<file path="src/rtl/key_evt_pkg.sv">
// Shared definitions for the key event queue: key indices, event type
// encodings, the millisecond tick divider and the FIFO entry layout.
// Optional feature macro: KEY_EVT_TIMESTAMP_EN (adds a 16-bit timestamp
// to every FIFO entry).
package key_evt_pkg;

    localparam int NUM_KEYS = 10;

    localparam logic [3:0] KEY_LEFT  = 4'd0;
    localparam logic [3:0] KEY_RIGHT = 4'd1;
    localparam logic [3:0] KEY_UP    = 4'd2;
    localparam logic [3:0] KEY_DOWN  = 4'd3;
    localparam logic [3:0] KEY_D     = 4'd4;
    localparam logic [3:0] KEY_F     = 4'd5;
    localparam logic [3:0] KEY_J     = 4'd6;
    localparam logic [3:0] KEY_K     = 4'd7;
    localparam logic [3:0] KEY_ENTER = 4'd8;
    localparam logic [3:0] KEY_ESC   = 4'd9;

    localparam logic [1:0] EVT_PRESS   = 2'b00;
    localparam logic [1:0] EVT_RELEASE = 2'b01;
    localparam logic [1:0] EVT_REPEAT  = 2'b10;

    // clk cycles per millisecond tick of the timestamp counter
    localparam int TICK_DIV = 100000;

    typedef struct packed {
        logic [3:0]  key;
        logic [1:0]  typ;
`ifdef KEY_EVT_TIMESTAMP_EN
        logic [15:0] ts;
`endif
    } evt_entry_t;

    localparam int ENTRY_W = $bits(evt_entry_t);

    // One-hot vector with only bit k set
    function automatic logic [NUM_KEYS-1:0] key_onehot(input logic [3:0] k);
        key_onehot = {{(NUM_KEYS-1){1'b0}}, 1'b1} << k;
    endfunction

endpackage

</file>
<file path="src/rtl/key_evt_fifo.sv">
// First-word-fall-through FIFO with occupancy count. A push is accepted
// when not full, or when full and a pop happens in the same cycle.
// A pop on an empty FIFO is ignored.
module key_evt_fifo #(
    parameter int DEPTH = 8,
    parameter int WIDTH = 6
) (
    input  logic                   clk,
    input  logic                   rst,
    input  logic                   push,
    input  logic [WIDTH-1:0]       wdata,
    input  logic                   pop_req,
    output logic [WIDTH-1:0]       rdata,
    output logic                   valid,
    output logic                   full,
    output logic [$clog2(DEPTH):0] cnt
);

    localparam int AW = $clog2(DEPTH);
    localparam int CW = AW + 1;

    logic [WIDTH-1:0] mem [DEPTH];
    logic [AW-1:0]    wr_ptr;
    logic [AW-1:0]    rd_ptr;
    logic             do_push;
    logic             do_pop;

    assign valid   = (cnt != CW'(0));
    assign full    = (cnt == CW'(DEPTH));
    assign do_pop  = pop_req & valid;
    assign do_push = push & (~full | do_pop);
    assign rdata   = mem[rd_ptr];

    // Storage, pointers (wrap naturally at power-of-2 depth) and count
    always_ff @(posedge clk) begin
        if (rst) begin
            wr_ptr <= {AW{1'b0}};
            rd_ptr <= {AW{1'b0}};
            cnt    <= {CW{1'b0}};
            for (int i = 0; i < DEPTH; i++) begin
                mem[i] <= {WIDTH{1'b0}};
            end
        end else begin
            if (do_push) begin
                mem[wr_ptr] <= wdata;
                wr_ptr      <= wr_ptr + AW'(1);
            end
            if (do_pop) begin
                rd_ptr <= rd_ptr + AW'(1);
            end
            case ({do_push, do_pop})
                2'b10:   cnt <= cnt + CW'(1);
                2'b01:   cnt <= cnt - CW'(1);
                default: cnt <= cnt;
            endcase
        end
    end

endmodule

</file>
<file path="src/rtl/key_event_queue.sv">
// Key event queue: turns ten level-held key signals into press / repeat /
// release events queued in a FWFT FIFO, plus one-cycle press pulses.
// Arrow keys (REPEAT_MASK) auto-repeat via one shared counter that follows
// the most recently pressed repeatable key.
// Optional feature macro: KEY_EVT_TIMESTAMP_EN (millisecond timestamp per
// event, presented on evt_time).
module key_event_queue
    import key_evt_pkg::*;
#(
    parameter int                  DEPTH         = 8,
    parameter int                  REPEAT_DELAY  = 50000000,
    parameter int                  REPEAT_PERIOD = 10000000,
    parameter logic [NUM_KEYS-1:0] REPEAT_MASK   = 10'b0000001111
`ifdef KEY_EVT_TIMESTAMP_EN
    ,
    parameter int                  TICK_DIV_CYC  = TICK_DIV,
    parameter logic [15:0]         TIME_INIT     = 16'd0
`endif
) (
    input  logic                   clk,
    input  logic                   rst,
    input  logic [NUM_KEYS-1:0]    keys_lvl,
    output logic [NUM_KEYS-1:0]    press_pulse,
    output logic                   evt_valid,
    input  logic                   evt_ready,
    output logic [3:0]             evt_key,
    output logic [1:0]             evt_type,
    output logic [$clog2(DEPTH):0] fifo_cnt,
    output logic                   ovf,
    input  logic                   clr_ovf
`ifdef KEY_EVT_TIMESTAMP_EN
    ,
    output logic [15:0]            evt_time
`endif
);

    localparam logic [31:0]         DELAY_LAST  = 32'(REPEAT_DELAY - 1);
    localparam logic [31:0]         PERIOD_LAST = 32'(REPEAT_PERIOD - 1);
    localparam logic [NUM_KEYS-1:0] NO_KEYS     = {NUM_KEYS{1'b0}};

    logic [NUM_KEYS-1:0] k_q, k_p, rise, fall;
    logic [NUM_KEYS-1:0] press_pend, rep_pend, rel_pend;
    logic [NUM_KEYS-1:0] pp_eff, rp_eff, rl_eff, rep_set;
    logic [NUM_KEYS-1:0] pp_nxt, rp_nxt, rl_nxt, sel_onehot;
    logic                mask_rise_any;
    logic [3:0]          mask_rise_key;
    logic                rep_active, rep_in_period, rep_due, rep_fire;
    logic [3:0]          rep_key;
    logic [31:0]         rep_cnt;
    logic                has_sel, push, pop, wr_ok, drop;
    logic [3:0]          sel_key;
    logic [1:0]          sel_type;
    logic                fifo_valid, fifo_full;
    evt_entry_t          wr_entry, head;

`ifdef KEY_EVT_TIMESTAMP_EN
    localparam logic [31:0] TICK_LAST = 32'(TICK_DIV_CYC - 1);
    logic [31:0] tick_cnt;
    logic [15:0] ms_cnt;

    // Free-running millisecond counter, wraps 65535 -> 0
    always_ff @(posedge clk) begin
        if (rst) begin
            tick_cnt <= 32'd0;
            ms_cnt   <= TIME_INIT;
        end else if (tick_cnt == TICK_LAST) begin
            tick_cnt <= 32'd0;
            ms_cnt   <= ms_cnt + 16'd1;
        end else begin
            tick_cnt <= tick_cnt + 32'd1;
        end
    end

    assign evt_time = fifo_valid ? head.ts : 16'd0;
`endif

    // Input register, previous-level history and press pulse (pulse lines up with rise)
    always_ff @(posedge clk) begin
        if (rst) begin
            k_q         <= NO_KEYS;
            k_p         <= NO_KEYS;
            press_pulse <= NO_KEYS;
        end else begin
            k_q         <= keys_lvl;
            k_p         <= k_q;
            press_pulse <= keys_lvl & ~k_q;
        end
    end

    // Edges, repeat due-check, one-per-cycle arbitration and next pending flags
    always_comb begin
        rise = k_q & ~k_p;
        fall = ~k_q & k_p;

        mask_rise_any = 1'b0;
        mask_rise_key = 4'd0;
        for (int i = 0; i < NUM_KEYS; i++) begin
            mask_rise_any = (rise[i] && REPEAT_MASK[i]) ? 1'b1  : mask_rise_any;
            mask_rise_key = (rise[i] && REPEAT_MASK[i]) ? 4'(i) : mask_rise_key;
        end

        // A fresh repeatable press restarts tracking, so it overrides a due repeat
        rep_due  = rep_in_period ? (rep_cnt == PERIOD_LAST) : (rep_cnt == DELAY_LAST);
        rep_fire = rep_active & k_q[rep_key] & ~mask_rise_any & rep_due;
        rep_set  = rep_fire ? key_onehot(rep_key) : NO_KEYS;

        // New edges are visible to the arbiter in the same cycle they are detected
        pp_eff = press_pend | rise;
        rp_eff = (rep_pend & ~fall) | rep_set;
        rl_eff = rel_pend | fall;

        has_sel = 1'b0;
        sel_key = 4'd0;
        for (int i = NUM_KEYS - 1; i >= 0; i--) begin
            has_sel = (pp_eff[i] | rp_eff[i] | rl_eff[i]) ? 1'b1  : has_sel;
            sel_key = (pp_eff[i] | rp_eff[i] | rl_eff[i]) ? 4'(i) : sel_key;
        end

        if (pp_eff[sel_key]) begin
            sel_type = EVT_PRESS;
        end else if (rp_eff[sel_key]) begin
            sel_type = EVT_REPEAT;
        end else begin
            sel_type = EVT_RELEASE;
        end

        sel_onehot = key_onehot(sel_key);
        pop        = fifo_valid & evt_ready;
        wr_ok      = ~fifo_full | pop;
        push       = has_sel & wr_ok;

        pp_nxt = pp_eff & ~((push && sel_type == EVT_PRESS)   ? sel_onehot : NO_KEYS);
        rp_nxt = rp_eff & ~((push && sel_type == EVT_REPEAT)  ? sel_onehot : NO_KEYS);
        rl_nxt = rl_eff & ~((push && sel_type == EVT_RELEASE) ? sel_onehot : NO_KEYS);

        // Coalesced repeats are intentionally not counted as lost events
        drop = (|(rise & press_pend)) | (|(fall & rel_pend));

        wr_entry     = '{default: 1'b0};
        wr_entry.key = sel_key;
        wr_entry.typ = sel_type;
`ifdef KEY_EVT_TIMESTAMP_EN
        wr_entry.ts  = ms_cnt;
`endif
    end

    // Pending flags and sticky overflow (a drop beats a same-cycle clear)
    always_ff @(posedge clk) begin
        if (rst) begin
            press_pend <= NO_KEYS;
            rep_pend   <= NO_KEYS;
            rel_pend   <= NO_KEYS;
            ovf        <= 1'b0;
        end else begin
            press_pend <= pp_nxt;
            rep_pend   <= rp_nxt;
            rel_pend   <= rl_nxt;
            ovf        <= drop ? 1'b1 : (clr_ovf ? 1'b0 : ovf);
        end
    end

    // Shared auto-repeat counter following the latest repeatable press
    always_ff @(posedge clk) begin
        if (rst) begin
            rep_active    <= 1'b0;
            rep_in_period <= 1'b0;
            rep_key       <= 4'd0;
            rep_cnt       <= 32'd0;
        end else if (mask_rise_any) begin
            rep_active    <= 1'b1;
            rep_in_period <= 1'b0;
            rep_key       <= mask_rise_key;
            rep_cnt       <= 32'd0;
        end else if (rep_active && fall[rep_key]) begin
            rep_active    <= 1'b0;
            rep_in_period <= 1'b0;
            rep_cnt       <= 32'd0;
        end else if (rep_active && rep_due) begin
            rep_in_period <= 1'b1;
            rep_cnt       <= 32'd0;
        end else if (rep_active) begin
            rep_cnt       <= rep_cnt + 32'd1;
        end else begin
            rep_cnt       <= rep_cnt;
        end
    end

    key_evt_fifo #(
        .DEPTH (DEPTH),
        .WIDTH (ENTRY_W)
    ) u_fifo (
        .clk     (clk),
        .rst     (rst),
        .push    (push),
        .wdata   (wr_entry),
        .pop_req (evt_ready),
        .rdata   (head),
        .valid   (fifo_valid),
        .full    (fifo_full),
        .cnt     (fifo_cnt)
    );

    assign evt_valid = fifo_valid;
    assign evt_key   = fifo_valid ? head.key : 4'd0;
    assign evt_type  = fifo_valid ? head.typ : 2'd0;

endmodule
</file>
<file path="config.mk">
export PLATFORM = sky130hd
export DESIGN_NAME = key_event_queue
export DESIGN_NICKNAME = d
export VERILOG_FILES = /design/src/rtl/key_evt_pkg.sv /design/src/rtl/key_evt_fifo.sv /design/src/rtl/key_event_queue.sv
export SDC_FILE = /design/constraint.sdc
export NUM_CORES = 1
export LEC_CHECK = 0
export CORE_AREA = 2 2 131 133
export CTS_CLUSTER_SIZE = 25
export DETAILED_ROUTE_END_ITERATION = 10
export DIE_AREA = 0 0 133 135
export SETUP_SLACK_MARGIN = 0.5
export SLEW_MARGIN = 20
export SYNTH_ARGS = -nofsm -noshare
export SYNTH_HDL_FRONTEND = slang
export SYNTH_SLANG_ARGS = --single-unit
</file>
<file path="constraint.sdc">
create_clock -name clk -period 4.08 [get_ports clk]
set_clock_uncertainty 0.15 [all_clocks]
set_input_delay 1.224 -clock clk [delete_from_list [all_inputs] [get_ports clk]]
set_output_delay 1.224 -clock clk [all_outputs]
set_load 0.1 [all_outputs]
</file>
After elaboration in Yosys (flattened, before gate mapping)
Memory sizes are Yosys's and may differ from the RTL's. A register that Yosys moved wholly into a read port is not among the register bits.
Cells that the tools add are included.
{"block": "totals", "ram_bits": 48, "inputBits": 14, "output_inout_bits": 22, "elab_cells": 153, "n_memories": 1, "ff_bits": 109}
{"name": "u_fifo.mem", "depth": 8, "width": 6, "read_ports": 1, "rd_clocked_by_memory_dff": 1, "wr": 8, "line": "key_evt_fifo.sv:22", "rtl": "logic [WIDTH-1:0] mem [DEPTH];"}
{"block": "classes", "reduce_logical": 15, "bitwise_logic": 48, "magnitude_cmp": 2, "n_shift": 2, "mux": 59, "add_sub_neg": 5, "eq_ne": 7}
{"op": "$and A10 B10 Y10", "count": 9}
{"op": "$not A10 Y10", "count": 6}
{"op": "$mux W4", "count": 11}
{"op": "$mux W10", "count": 4}
{"op": "$add A32 B1 Y32 const B", "count": 1}
{"op": "$eq A32 B24 Y1 const B", "count": 1}
{"op": "$eq A32 B26 Y1 const B", "count": 1}
{"op": "$mux W1", "count": 30}
{"op": "$or A10 B10 Y10", "count": 3}
{"op": "$or A1 B1 Y1", "count": 22}
{"op": "$reduce_or A10 Y1", "count": 2}
{"op": "$shl A1 B4 Y10 const A", "count": 2}
{"op": "$bmux W1 S4", "count": 4}
{"op": "$lt A4 B5 Y1 const B", "count": 2}
{"op": "$mux W2", "count": 5}
{"op": "$mux W3", "count": 3}
{"op": "$pmux W4 S2", "count": 1}
{"op": "$add A3 B1 Y3 const B", "count": 2}
{"op": "$and A1 B1 Y1", "count": 6}
{"op": "$mux W6", "count": 1}
{"op": "$reduce_bool A2 Y1", "count": 3}
{"op": "$reduce_or A6 Y1", "count": 1}
{"op": "$logic_and A1 B1 Y1", "count": 5}
{"op": "$add A4 B1 Y4 const B", "count": 1}
{"op": "other kinds (9)", "count": 12}

Depth between registers and ports, before layout
{"block": "depth", "depth_word": 32, "depth_mapped": 16, "mapped_depth_nobuf": 14}

Hierarchy
Synthesis repeated with hierarchy kept, for this count alone.
{"block": "unflattened", "hier_cells": 741, "area_unflattened_um2": 7464.7}
{"mod": "key_event_queue", "area_per_inst_um2": 4590.7, "instances": 1, "seq_area_each_um2": 1941.9, "cells_per_inst": 518}
{"mod": "key_evt_fifo", "area_per_inst_um2": 2874.0, "instances": 1, "seq_area_each_um2": 1701.6, "cells_per_inst": 223}

Least setup slack after synthesis
OpenSTA, ideal clock, no wires.
{"block": "synth_path", "kind": "reg2out", "start": "register u_fifo.cnt[0]", "end": "output evt_key[0]", "slack_ns": 0.054, "t_arrival_ns": 2.652, "stages_incl_launch_ff": 3, "n_path_buf": 0, "t_required_ns": 2.706, "cell_sequence": "dfxtp_1 > nor4_1 > nor2_1"}
{"block": "synth_via", "elab_chain_len": 2}
{"element": "from (decl)", "line": "key_evt_fifo.sv:16", "rtl": "output logic [$clog2(DEPTH):0] cnt"}
{"element": "from (signal assigned)", "line": "key_evt_fifo.sv:39", "rtl": "cnt <= {CW{1'b0}};"}
{"element": "from (signal assigned)", "line": "key_evt_fifo.sv:52", "rtl": "2'b10: cnt <= cnt + CW'(1);"}
{"element": "from (signal assigned)", "line": "key_evt_fifo.sv:53", "rtl": "2'b01: cnt <= cnt - CW'(1);"}
{"element": "$reduce_bool A4 Y1", "line": "key_evt_fifo.sv:28", "rtl": "assign valid = (cnt != CW'(0));"}
{"element": "$mux W4", "line": "key_event_queue.sv:204", "rtl": "assign evt_key = fifo_valid ? head.key : 4'd0;"}
{"element": "to (decl)", "line": "key_event_queue.sv:26", "rtl": "output logic [3:0] evt_key,"}
No other way between the ends.

Worst setup path after layout
{"block": "layout_path", "start": "register k_q[1]", "end": "register u_fifo.cnt[3]"}
{"block": "layout_via", "elab_chain_len": 25}
{"element": "from (decl)", "line": "key_event_queue.sv:41", "rtl": "logic [NUM_KEYS-1:0] k_q, k_p, rise, fall;"}
{"element": "from (signal assigned)", "line": "key_event_queue.sv:84", "rtl": "k_q <= keys_lvl;"}
{"element": "branches (longest 20 deep; another with $mux W10)"}
{"element": "$mux W1 *", "line": "key_event_queue.sv:115", "rtl": "has_sel = (pp_eff[i] | rp_eff[i] | rl_eff[i]) ? 1'b1 : has_sel;"}
{"element": "$and A1 B1 Y1 *", "line": "key_event_queue.sv:130", "rtl": "push = has_sel & wr_ok;"}
{"element": "$and A1 B1 Y1 *", "line": "key_evt_fifo.sv:31", "rtl": "assign do_push = push & (~full | do_pop);"}
{"element": "$eq A2 B1 Y1 / $eq A2 B2 Y1 (equally long branches)", "line": "key_evt_fifo.sv:51", "rtl": "case ({do_push, do_pop})"}
{"element": "$pmux W4 S2 / $reduce_bool A2 Y1 (equally long branches)"}
{"element": "to (signal assigned)", "line": "key_evt_fifo.sv:52"}
{"element": "to (signal assigned)", "line": "key_evt_fifo.sv:53"}
{"element": "to (signal assigned)", "line": "key_evt_fifo.sv:54", "rtl": "default: cnt <= cnt;"}
Every way passes the cells marked *. The select of a mux whose other input is x is not followed.
A chain may end at the register's enable or synchronous reset.

==> impl_metrics.csv <==
group,metric,value,unit
run_status,run_status,"finished, final reports clean",
floorplan,start_util,0.447,
synthesis,yosys.area.top_type,"dfxtp_1",
place,gpl_congestion,0.915,
global_routing,via_count_of_the_first_global_routing_pass,5483,
place,dp.final_hpwl,12300,um
cts,cts-root-to-sink-buffers,2,
critical_path,crit_path_end_kind,"register",
power_and_ir_drop,power-per-cell-area,534,nW/um^2
layout,final_cell_count_without_fillers,995,
layout,drive_above_1_share,0.191,
critical_path,crit_path_start_kind,"register",
place,io_buffer_count,35,
sta,timing_hold_violations_final,0,
place,dp_cells,956,
cts,cts.htree.levels,4,
layout,num_antenna_cells,0,
synthesis,synthCells,711,
cts,cts_root_buffer,"clkbuf_16",
place,placed_cell_area,7950,sq um
global_routing,globalRouteTotalUtil,0.199,
floorplan,fp-row-count,47,
synthesis,synth_area_per_cell,10.3,sq um
sta,layout_worst_path_cycle_share,0.854,
global_routing,globalRoute.totalOverflow,0,
cts,clock_sinks,158,
critical_path,criticalPathCategory,"register to register",
cts,cts.clk_slew.worst_paths,0.06,ns
synthesis,ys_warn_count,0,
run,max-cap-violations,0,
synthesis,async_reset_ff_frac,0,
layout,area.growth.synth_to_final,19.7,%
layout,finalInstanceArea,8770,sq um
floorplan,die_width,133,um
synthesis,synth_enable_flop_cells,48,
detailed_routing,remaining_drc_errors,0,
power_and_ir_drop,total_leakage_power,3.15,nW
critical_path,timing.critical_path.arrival,3.67,ns
layout,nets,783,
detailed_routing,drt_iter0_markers,354,
min_path,worst_hold_path_type,"register to register",
floorplan,dieArea,18000,sq um
sta,fmax,0.287,GHz
floorplan,ioPinCount,36,
synthesis,synth.top_cells.by_area,"dfxtp_1 30%, edfxtp_1 20%, nor2_1 5.7%",
sta,worstMarginPinSlew,0.983,ns
detailed_routing,avgRoutedWirePerCell,17.1,um
sta,fin_setup_tns,0,ns
sta,slew_headroom,0.342,
detailed_routing,dr.pass1.iters,6,
critical_path,path_max_fanout,7,
synthesis,yosys_most_used_dff,"dfxtp_1",
cts,tritoncts,"done",
global_routing,wire_length_of_the_first_global_routing_pass,28400,um
detailed_routing,dr_total_vias,5479,
synthesis,yosysUniqueCellTypes,74,
global_routing,number_of_antenna_violations_at_the_first_check_in_global_routing,0,
floorplan,dieHeight,135,um
power_and_ir_drop,vdd_ir_drop_max,0.455,mV
sta,timing_max_transition_violations_final,0,
detailed_routing,detail-route-antenna-nets,0,
sta,final-setup-viol-count,0,
sta,setup_repair_after_global_routing_missed_its_margin,"true",
detailed_routing,aggregate_routed_wire_length,17000,um
synthesis,flop_and_latch_count_out_of_synthesis,158,
synthesis,synth_area,7330,sq um
cts,insertion_delay,0.42,ns
synthesis,post-synth-top-area-fraction,0.300,
cts,cts.hold.buffers_added,0,
sta,final.min_clock_period,3.48,ns
critical_path,critPathRequiredTime,4.27,ns
cts,tritoncts.num_buffers,17,
synthesis,synthesis.nets,732,
floorplan,floorplan.core_area,16400,sq um
critical_path,r2r_setup_slack,0.60,ns
detailed_routing,route.detailed.vias_per_inst,5.51,
global_routing,grt_max_degree,35,
synthesis,yosysSeqAreaShare,0.497,
-- through the flow --
stage | setup slack [ns] | power, mW | util | hold WS [ns]
after floorplan | 0.142 | 2.75 | - | 0.271
after global placement | 0.405 | 3.00 | 0.485 | 0.285
after detailed placement | 0.295 | 3.01 | 0.485 | 0.297
after CTS | 0.506 | 4.68 | 0.527 | 0.305
after global routing | 0.417 | 4.88 | 0.535 | 0.329
final | 0.595 | 4.69 | 0.535 | 0.299
-- state kept, by name (all words and copies together), names as in the netlist, named ones only --
| name | flops |
|---|---|
| u_fifo.cnt | 4 |
| u_fifo.wr_ptr | 3 |
| k_q | 10 |
| rep_active | 1 |
| ovf | 1 |
| u_fifo.mem | 48 |
| press_pulse | 10 |
| k_p | 10 |
| rep_pend | 10 |
| rep_cnt | 32 |
| rel_pend | 10 |
| rep_key | 2 |
| u_fifo.rd_ptr | 3 |
| press_pend | 10 |
| rep_in_period | 1 |
-- worst paths after layout --
kind	from	endpoint	depth (start not counted)
setup / recovery	k_q[1]$_SDFF_PP0_	u_fifo.cnt[3]$_SDFFE_PP0P_	14
hold / removal	k_q[9]$_SDFF_PP0_	press_pulse[9]$_SDFF_PP0_	1
setup reg to reg	k_q[1]$_SDFF_PP0_	u_fifo.cnt[3]$_SDFFE_PP0P_	14
hold reg to reg	k_q[9]$_SDFF_PP0_	press_pulse[9]$_SDFF_PP0_	1
-- where the power goes --
group / leakage, nW / switching (mW) / total (mW) / internal, mW
clock: 0.308 / 0.620 / 1.65 / 1.04
sequential: 1.40 / 0.0846 / 1.80 / 1.71
combinational: 1.44 / 0.850 / 1.23 / 0.384
total: 3.15 / 1.55 / 4.69 / 3.13
-- cells by family after synthesis --
family | Yosys count | synth area share
fa+ha+maj | 7 | 0.0130
simple gates | 344 | 0.260
compound gates | 102 | 0.106
xor+xnor | 36 | 0.0430
buf+inv | 40 | 0.0258
mux | 24 | 0.0551
flops | 158 | 0.497
-- per-layer routing --
metal	track usage	share of wire	wire (um)	up-vias
met3	0.0533	0.051	864	15
li1	-	-	-	2667
met2	0.328	0.48	8120	120
met4	0.0550	0.012	205	0
met5	0	0	0	-
met1	0.261	0.46	7820	2677
-- layout by cell type, fill, tap and decap left out, types with 7 or more instances in the layout --
cell	synthesis	final
mux4_2	13	13
xnor2_1	10	10
xor2_1	26	26
nand2b_1	19	19
a311oi_1	10	10
a21oi_1	24	23
and2_1	7	7
dfxtp_1	110	102
nand4_1	11	11
clkbuf_16	0	17
buf_4	2	33
clkdlybuf4s50_1	0	23
nor2b_1	60	56
nor3_1	10	9
dfxtp_2	0	8
nand2_1	34	34
nor3_2	16	17
nand3_1	15	13
o21bai_1	7	7
a211oi_1	10	10
or3_1	16	14
mux2i_1	10	10
nor2_1	111	110
edfxtp_1	48	48
inv_1	11	10
-- cell type report --
class	instances	area, sq um
sequential	158	3650
multi-input combinational	513	3650
fill	1457	7630
clock inverter	8	130
tap	220	275
timing repair buffer	60	526
inverter	12	48.8
clock buffer	24	493
-- cell usage after synthesis, types with 11 or more instances --
master	count
inv_1	11
mux4_2	13
xor2_1	26
nor2_1	111
edfxtp_1	48
a21oi_1	24
nor3_2	16
nand2_1	34
nand2b_1	19
nand4_1	11
nor2b_1	60
nand3_1	15
or3_1	16
clkbuf_1	19
dfxtp_1	110
-- repair_timing --
action                                  in CTS  in global routing
gates resized for setup                     13                 23
pin swaps                                    2                  7
endpoints found under the setup margin      37                 67
setup buffers                                2                  5
-- worst max-delay path: stages, from the launching register on --
cell and delay, ns:
dfxtp_2 0.36, nor2b_2 0.21, or4b_4 0.50, or2_1 0.27, a31oi_4 0.20, nand3_2 0.11
o21a_1 0.23, inv_1 0.06, ha_2 0.18, ha_1 0.23, a21o_1 0.18, a21oi_1 0.17
xnor2_1 0.10, or3_1 0.31, a21oi_1 0.14
(Power assumes the default switching activity.)
